===== config.mk =====
export PLATFORM = sky130hd
export DESIGN_NAME = operand_loader_flat
export DESIGN_NICKNAME = d
export VERILOG_FILES = /design/src/rtl/operand_loader_pkg.sv /design/src/rtl/operand_loader_if.sv /design/src/rtl/operand_loader.sv /design/src/flat_wrapper.sv
export SDC_FILE = /design/constraint.sdc
export NUM_CORES = 1
export LEC_CHECK = 0
export ABC_AREA = 1
export BUFFER_PORTS_ARGS = -buffer_cell sky130_fd_sc_hd__buf_2
export CAP_MARGIN = 25
export CORE_UTILIZATION = 53
export CTS_CLUSTER_DIAMETER = 100
export DETAILED_ROUTE_END_ITERATION = 8
export PLACE_DENSITY = 0.9
export SLEW_MARGIN = 15
export SYNTH_ARGS = -nofsm -noshare
export SYNTH_HDL_FRONTEND = slang
export SYNTH_SLANG_ARGS = --single-unit

===== constraint.sdc =====
create_clock -name clk -period 2.6 [get_ports clk]
set_input_delay 0.13 -clock clk [delete_from_list [all_inputs] [get_ports clk]]
set_output_delay 0.13 -clock clk [all_outputs]
set_load 0.05 [all_outputs]

===== src/rtl/operand_loader_pkg.sv =====
// Shared definitions for the operand loader: state encoding and frame geometry.
// Latency: n/a (package only).
// Backpressure: n/a (package only).
package operand_loader_pkg;

   // Default frame geometry: 8 bytes per operand frame.
   localparam int LOG2_BYTES_IN_DEF = 3;

   // CHECK is always part of the encoding so both builds share one enum;
   // it is only reachable when OPERAND_LOADER_CHECKSUM_EN is defined.
   typedef enum logic [1:0] {
      ST_FILL  = 2'd0,
      ST_HOLD  = 2'd1,
      ST_CHECK = 2'd2
   } state_e;

   function automatic int bytes_in(input int log2_bytes);
      return 1 << log2_bytes;
   endfunction

endpackage


===== src/rtl/operand_loader_if.sv =====
// Handshake bundle between a byte-stream producer / frame consumer and the operand loader.
// Latency: n/a (wiring only).
// Backpressure: in_valid/in_ready on the byte side, out_valid/out_ready on the frame side.
//
// Signals:
//   abort      sync frame flush            (to loader)
//   in_data    stream byte                 (to loader)
//   in_valid   in_data valid               (to loader)
//   in_ready   loader accepts a byte       (from loader)
//   out_data   assembled frame, byte 0 LSB (from loader)
//   out_valid  out_data holds a frame      (from loader)
//   out_ready  consumer takes the frame    (to loader)
//   frame_err  dropped-frame pulse         (from loader)
//   frame_cnt  frames delivered mod 256    (from loader)
// Modports: slave = loader view, master = producer/consumer (harness) view.
interface operand_loader_if #(
   parameter int LOG2_BYTES_IN = operand_loader_pkg::LOG2_BYTES_IN_DEF
) ();
   import operand_loader_pkg::*;

   localparam int BYTES_IN = bytes_in(LOG2_BYTES_IN);

   logic                  abort;
   logic [7:0]            in_data;
   logic                  in_valid;
   logic                  in_ready;
   logic [BYTES_IN*8-1:0] out_data;
   logic                  out_valid;
   logic                  out_ready;
   logic                  frame_err;
   logic [7:0]            frame_cnt;

   modport slave (
      input  abort, in_data, in_valid, out_ready,
      output in_ready, out_data, out_valid, frame_err, frame_cnt
   );

   modport master (
      output abort, in_data, in_valid, out_ready,
      input  in_ready, out_data, out_valid, frame_err, frame_cnt
   );

endinterface


===== src/rtl/operand_loader.sv =====
// Assembles a serial byte stream into one BYTES_IN-byte frame and presents it as a wide word.
// Latency: out_valid rises 1 cycle after the last accepted byte (data byte, or checksum byte).
// Backpressure: in_ready low while a frame is held; the frame is held until out_ready.
//
// Ports:
//   clk    rising-edge clock
//   rst_n  asynchronous active-low reset; all outputs go to 0 immediately
//   bus    operand_loader_if.slave (byte stream in, frame out, abort, frame_err, frame_cnt)
// Optional feature: define OPERAND_LOADER_CHECKSUM_EN to require a trailing XOR byte per
// frame; a mismatching trailer drops the frame and pulses frame_err for one cycle.
module operand_loader
   import operand_loader_pkg::*;
#(
   parameter int LOG2_BYTES_IN = LOG2_BYTES_IN_DEF
) (
   input  logic              clk,
   input  logic              rst_n,
   operand_loader_if.slave   bus
);

   localparam int BYTES_IN = bytes_in(LOG2_BYTES_IN);
   localparam int W        = BYTES_IN * 8;

   state_e                   state_q, state_d;
   logic [LOG2_BYTES_IN-1:0] idx_q, idx_d;
   logic [W-1:0]             data_q, data_d;
   logic [7:0]               cnt_q, cnt_d;
   logic                     in_ready_q;
   logic                     out_valid_q;
   logic                     accept;

`ifdef OPERAND_LOADER_CHECKSUM_EN
   logic [7:0]               xor_q, xor_d;
   logic                     err_q, err_d;
`endif

   // in_ready is registered, so it is still 0 in the first cycle after reset release.
   assign accept = bus.in_valid & in_ready_q;

   always_comb begin
      state_d = state_q;
      idx_d   = idx_q;
      data_d  = data_q;
      cnt_d   = cnt_q;
`ifdef OPERAND_LOADER_CHECKSUM_EN
      xor_d   = xor_q;
      err_d   = 1'b0;
`endif
      if (bus.abort) begin
         // Abort beats any same-cycle accept or frame hand-off; out_data lanes are kept.
         state_d = ST_FILL;
         idx_d   = '0;
`ifdef OPERAND_LOADER_CHECKSUM_EN
         xor_d   = '0;
`endif
      end else begin
         unique case (state_q)
            ST_FILL: begin
               if (accept) begin
                  // Writing straight into the output word: untouched lanes keep the
                  // previous frame's bytes.
                  data_d[{idx_q, 3'b000} +: 8] = bus.in_data;
`ifdef OPERAND_LOADER_CHECKSUM_EN
                  xor_d = xor_q ^ bus.in_data;
`endif
                  if (idx_q == '1) begin
                     idx_d = '0;
`ifdef OPERAND_LOADER_CHECKSUM_EN
                     state_d = ST_CHECK;
`else
                     state_d = ST_HOLD;
`endif
                  end else begin
                     idx_d = idx_q + 1'b1;
                  end
               end
            end
            ST_HOLD: begin
               if (bus.out_ready) begin
                  cnt_d   = cnt_q + 8'd1;
                  state_d = ST_FILL;
               end
            end
            ST_CHECK: begin
`ifdef OPERAND_LOADER_CHECKSUM_EN
               if (accept) begin
                  // Either way the next frame starts with a fresh running XOR.
                  xor_d = '0;
                  if (bus.in_data == xor_q) begin
                     state_d = ST_HOLD;
                  end else begin
                     err_d   = 1'b1;
                     state_d = ST_FILL;
                  end
               end
`else
               state_d = ST_FILL;
`endif
            end
            default: state_d = ST_FILL;
         endcase
      end
   end

   // Handshake outputs are registered from the next state so they line up with state_q.
   always_ff @(posedge clk or negedge rst_n) begin
      if (!rst_n) begin
         state_q     <= ST_FILL;
         idx_q       <= '0;
         data_q      <= '0;
         cnt_q       <= '0;
         in_ready_q  <= 1'b0;
         out_valid_q <= 1'b0;
`ifdef OPERAND_LOADER_CHECKSUM_EN
         xor_q       <= '0;
         err_q       <= 1'b0;
`endif
      end else begin
         state_q     <= state_d;
         idx_q       <= idx_d;
         data_q      <= data_d;
         cnt_q       <= cnt_d;
         in_ready_q  <= (state_d != ST_HOLD);
         out_valid_q <= (state_d == ST_HOLD);
`ifdef OPERAND_LOADER_CHECKSUM_EN
         xor_q       <= xor_d;
         err_q       <= err_d;
`endif
      end
   end

   assign bus.in_ready  = in_ready_q;
   assign bus.out_valid = out_valid_q;
   assign bus.out_data  = data_q;
   assign bus.frame_cnt = cnt_q;
`ifdef OPERAND_LOADER_CHECKSUM_EN
   assign bus.frame_err = err_q;
`else
   assign bus.frame_err = 1'b0;
`endif

endmodule


===== src/flat_wrapper.sv =====
// flat-port wrapper written by rule: the top's interface ports become plain ports
module operand_loader_flat import operand_loader_pkg::*;
#(
   parameter int LOG2_BYTES_IN = LOG2_BYTES_IN_DEF
)
  (clk, rst_n, bus_abort, bus_in_data, bus_in_valid, bus_out_ready, bus_in_ready, bus_out_data, bus_out_valid, bus_frame_err, bus_frame_cnt);
  operand_loader_if #(.LOG2_BYTES_IN(LOG2_BYTES_IN)) bus_i ();
  input  logic clk;
  input  logic rst_n;
  input wire logic [$bits(bus_i.abort)-1:0] bus_abort;
  input wire logic [$bits(bus_i.in_data)-1:0] bus_in_data;
  input wire logic [$bits(bus_i.in_valid)-1:0] bus_in_valid;
  input wire logic [$bits(bus_i.out_ready)-1:0] bus_out_ready;
  output wire logic [$bits(bus_i.in_ready)-1:0] bus_in_ready;
  output wire logic [$bits(bus_i.out_data)-1:0] bus_out_data;
  output wire logic [$bits(bus_i.out_valid)-1:0] bus_out_valid;
  output wire logic [$bits(bus_i.frame_err)-1:0] bus_frame_err;
  output wire logic [$bits(bus_i.frame_cnt)-1:0] bus_frame_cnt;
  assign bus_i.abort = bus_abort;
  assign bus_i.in_data = bus_in_data;
  assign bus_i.in_valid = bus_in_valid;
  assign bus_i.out_ready = bus_out_ready;
  assign bus_in_ready = bus_i.in_ready;
  assign bus_out_data = bus_i.out_data;
  assign bus_out_valid = bus_i.out_valid;
  assign bus_frame_err = bus_i.frame_err;
  assign bus_frame_cnt = bus_i.frame_cnt;
  operand_loader #(.LOG2_BYTES_IN(LOG2_BYTES_IN)) u_core (.clk(clk), .rst_n(rst_n), .bus(bus_i));
endmodule

After elaboration in Yosys (flattened, before gate mapping)
Index checks and enable logic that the tools add are counted.
Widths: inputs -> output; s select.
- register bits after elaboration: 79
- bits in latches: 0
- RAM bits: 0
- bits in read-only memories: 0
- bits of input ports: 13
- output and inout port bits: 75
- logic and storage cells: 33
- memories kept: 0
- $add $sub $neg: 3
- $mul: 0
- divide/modulo/power cells: 0
- magnitude comparators: 0
- eq/ne operators: 4
- shift operators: 2
- muxes and demuxes: 10
- bitwise gates (word level): 2
- reductions and logical operators: 6
- operators with widths (cell ; number):
    $bwmux 64 ; 1
    $shift 8x8->64 const A ; 1
    $shiftx 8x8->64 ; 1
    $mux 3 ; 4
    $add 8x1->8 const B ; 1
    $mux 2 ; 4
    $neg 6->8 ; 1
    $reduce_and 3->1 ; 2
    $eq 2x1->1 const B ; 2
    $pmux 2 s2 ; 1
    $reduce_bool 2->1 ; 2
    $add 3x1->3 const B ; 1
    $eq 3x3->1 const B ; 1
    $logic_not 2->1 ; 1
    $ne 2x1->1 const B ; 1
    $reduce_and 2->1 ; 1
    $and 1x1->1 ; 1
    $not 1->1 ; 1

Depth between registers and ports, before layout
- depth after elaboration: 6
- mapped depth: 10
- depth with buffers taken out: 9

Least setup slack after synthesis
Ideal clock, no wire load.
- kind: reg2reg
- from: register u_core.idx_q[0]
- to: register u_core.data_q[0], in the netlist u_core.bus.out_data[0]
- library setup time: 0.119 ns
- data arrival time: 1.784 ns
- required time: 2.481 ns
- slack: 0.696 ns
- stages on the path, launching flop included: 11
- path buffers: 1
- clock period less this slack: 1.904 ns
- cell sequence: dfrtp_1 inv_2 ha_1 ha_1 buf_2 nor2_1 nand3_1 nor2_4 nand2_2 nand2_1 nand2_1
- cells in the longest elaborated chain, start to end: 3
- elaborated cells between the ends (all ways): 4
- those cells by class: add/sub (1); shift (2); mux (1)
- ends and longest elaborated chain (item ; RTL line ; text):
    start: declaration ; operand_loader.sv:25 ; logic [LOG2_BYTES_IN-1:0] idx_q, idx_d;
    start signal: assignment ; operand_loader.sv:120 ; idx_q <= idx_d;
    $neg 6->8 * ; operand_loader.sv:62 ; data_d[{idx_q, 3'b000} +: 8] = bus.in_data;
    $shiftx 8x8->64 / $shift 8x8->64 (equally long branches) ; operand_loader.sv:62 ;
    $bwmux 64 * ; operand_loader.sv:62 ;
    end signal: assignment ; operand_loader.sv:121 ; data_q <= data_d;
    end: declaration ; operand_loader.sv:26 ; logic [W-1:0] data_q, data_d;
Every way passes the cells marked *; elsewhere a longest branch is shown, timed or not.
A chain may end at the register's enable or synchronous reset.

Worst setup path after layout
- from: register u_core.idx_q[0]
- to: register u_core.data_q[33], in the netlist u_core.bus.out_data[33]
Same word-level chain as after synthesis.

==> results.toml <==
[route]
num_vias = 3241
route.detailed.drc = 6
drt_pre_antenna_iters = 7
wl_per_cell_um = 14.4
finalWirelength_um = 8690
drtAntennaViolNets = 0
vias_per_cell = 5.38
drtIter0Drc = 315

[cells_and_area]
drive_above_1_share = 0.240
layout.filler_cells = 513
antenna_cells = 0
multiInputGateArea_um2 = 1390
syn_to_final_growth_pct = 20.3
seq_area_um2 = 1980
finalNetCount = 539

[global_route]
track_usage = 0.266
grt_pass1_vias = 3018
grt_max_degree = 80
antenna_found_initial = 0
grt_pass1_wl_um = 14600
grt_overflow_total = 0

[synthesis]
synthDistinctLibCells = 19
synth-compound-area-share = 0.0267
netlist_instances = 431
synth_top_family_by_area = "simple AND/OR/NAND/NOR gates"
ys_ff_latch = 79
muxShareOfSynthArea = 0
syn-cell-area_um2 = 3570
synth_warnings = 0
synthSimpleGateAreaFrac = 0.336
yosys.area_share.xor_xnor = 0.00737
ys_seq_area_frac = 0.554
avgSynthCellArea_um2 = 8.27
synth_fa_ha_area_frac = 0.0175

[sta]
layout_min_cycle_time_ns = 2.34
slew_viol_final = 0
min_period_over_period = 0.899
max_freq_mhz = 428
setup_viol = 0
fin_tns_setup_ns = 0
rsz0062_at_grt = "false"
finClkSkew_ns = 0.0167
hold_violations = 0

[die]
ios = 88
coreArea_um2 = 6420
rows = 29
dieArea_um2 = 7060
fp.dieH_um = 84.0
die_x_um = 84.0
start_util = 0.555

[power_and_ir_drop]
p_seq_frac = 0.447
cellPowerDensity_nw_per_um2 = 705
netSwitchingFraction = 0.320
finalPower_mw = 3.02
p_leak_nw = 2.51
combPwrFrac = 0.195
ir_worst_vdd_uv = 856
p_int_mw = 2.05
switchingPower_mw = 0.969
clock_power_share = 0.357

[clock_network]
cts_resized = 0
clkLatencyLatePin_ns = 0.36
cts_tree = "done"
cts_root_buf = "clkbuf_8"
clock_sinks = 79
cts-buffers-inserted = 9
clkTransAtPathRegs_ns = 0.08
post_cts_buffers = 0
cts_hold_buf = 1
clock_path_buffers = 2
cts_max_level = 3

[placement]
port_buffers = 86
place_congestion = 0.909
hpwl_um = 5880

[critical_path]
slowest_stage = "ha_1"
endpoint_kind = "flip-flop"
crit_fanout = 11
worst-r2r-setup-slack_ns = 0.26
cp.required_ns = 2.88
cp.arrival_ns = 2.62
crit_buf_inv = 2
critical_path_class = "reg -> reg"
slowest_delay_ns = 0.49
cp_cell_sequence = "inv_2, ha_1, ha_1, inv_1, nor2_1, nand2_1, nor2_2, nand3_1, nand2_1"
start_kind = "flip-flop"
cp_top_family = "simple AND/OR/NAND/NOR gates"

[flow_run]
cap_violations = 0

[outcome]
status = "finished with violations"
failed_checks = "DRC"

[hold_path]
min_path_type = "in -> reg"
## power by group through the flow
stage / registers (mW) / clock network, mW / logic [mW]
2_1_floorplan: 1.64 / 0 / 0.163
3_3_place_gp: 1.37 / 0 / 0.570
3_5_place_dp: 1.37 / 0 / 0.585
4_1_cts: 1.35 / 1.08 / 0.586
5_1_grt: 1.36 / 1.14 / 0.635
6_report: 1.35 / 1.08 / 0.591
## sequential cells by signal (all words and copies together), names as in the netlist
register / cells
u_core.bus.out_data: 64
u_core.state_q: 2
u_core.bus.frame_cnt: 8
u_core.bus.out_valid: 1
u_core.idx_q: 3
u_core.bus.in_ready: 1
## worst min-delay path, delay by kind of cell
family	cells	cell delay, ns
buf+inv	1	0.09
simple gates	2	0.13
## path summary, 6_finish.rpt
kind                                                        to                                 from  cells after the start
setup / recovery           u_core.bus.out_data[33]$_DFFE_PN0P_          u_core.idx_q[0]$_DFFE_PN0P_                      9
hold / removal              u_core.bus.out_data[2]$_DFFE_PN0P_                       bus_in_data[2]                      3
setup reg to reg           u_core.bus.out_data[33]$_DFFE_PN0P_          u_core.idx_q[0]$_DFFE_PN0P_                      9
hold reg to reg            u_core.bus.out_data[58]$_DFFE_PN0P_  u_core.bus.out_data[58]$_DFFE_PN0P_                      2
max in group asynchronous   u_core.bus.out_data[2]$_DFFE_PN0P_                                rst_n                      3
min in group asynchronous  u_core.bus.frame_cnt[5]$_DFFE_PN0P_                                rst_n                      2
## final cells by class
cell class              count  area share
flip-flops and latches     79       0.461
multi-input cells         312       0.324
repair buffers             90       0.113
clock buffers               9      0.0289
clock inverters             6      0.0257
inverters                  29      0.0254
well taps                  77      0.0225
## synth_stat cells
master   count  share of area
inv_2        4         0.0042
conb_1       1         0.0011
nand2_2      8          0.014
buf_6        4          0.013
nand3_1     54          0.076
buf_4        4         0.0084
xnor2_1      2         0.0049
xor2_1       1         0.0025
o21ai_0      6         0.0084
nand3_2      2         0.0056
o21ai_1     13          0.018
nor2_1      40          0.042
buf_2        4         0.0056
nand2_1    171           0.18
dfrtp_1     79           0.55
nor2_2       5         0.0088
inv_1       25          0.026
nor2_4       3         0.0095
ha_1         5          0.018
## cells by family (layout without fill, tap and decap cells)
group | count (synthesis) | count (layout)
other | 1 | 2
xor gates and xnor gates | 3 | 3
and+or+nand+nor | 283 | 283
buffers and inverters | 41 | 134
DFF | 79 | 79
adders and majority gates | 5 | 5
AOI/OAI and AO/OA | 19 | 19
## through the flow
step                worst slack (ns)  cell area, µm²  hold slack (ns)   util  instances
global route                 0.00776            4290           0.0548  0.668        602
global placement               0.441            4020            0.338  0.626        585
CTS                            0.303            4260           0.0305  0.664        601
detailed placement             0.327            4020            0.357  0.626        585
finish                         0.263            4290           0.0348  0.668        602
floorplan                      0.696            3570           -0.166      -        432
## metal layers
layer / vias to the layer above / part of all wire / wire length (µm) / global-route usage
met5: - / 0 / 0 / 0
met4: 0 / 0.024 / 209 / 0.125
met3: 18 / 0.071 / 621 / 0.0445
met2: 158 / 0.48 / 4150 / 0.399
met1: 1533 / 0.43 / 3710 / 0.379
li1: 1532 / - / - / -
## placed cells by master, fill, tap and decap left out, types with 2 or more instances in the layout
| cell type | synthesis | routed |
|---|---|---|
| nand2_1 | 171 | 171 |
| buf_2 | 4 | 85 |
| dfrtp_1 | 79 | 79 |
| nand3_1 | 54 | 54 |
| nor2_1 | 40 | 40 |
| inv_1 | 25 | 25 |
| o21ai_1 | 13 | 13 |
| clkbuf_8 | 0 | 9 |
| nand2_2 | 8 | 8 |
| o21ai_0 | 6 | 6 |
| nor2_2 | 5 | 5 |
| ha_1 | 5 | 5 |
| inv_2 | 4 | 4 |
| nor2_4 | 3 | 3 |
| bufinv_16 | 0 | 3 |
| buf_4 | 4 | 3 |
| nand3_2 | 2 | 2 |
| xnor2_1 | 2 | 2 |
| conb_1 | 1 | 2 |
| clkinvlp_4 | 0 | 2 |
Note: power is estimated with default switching activity, not from simulation.
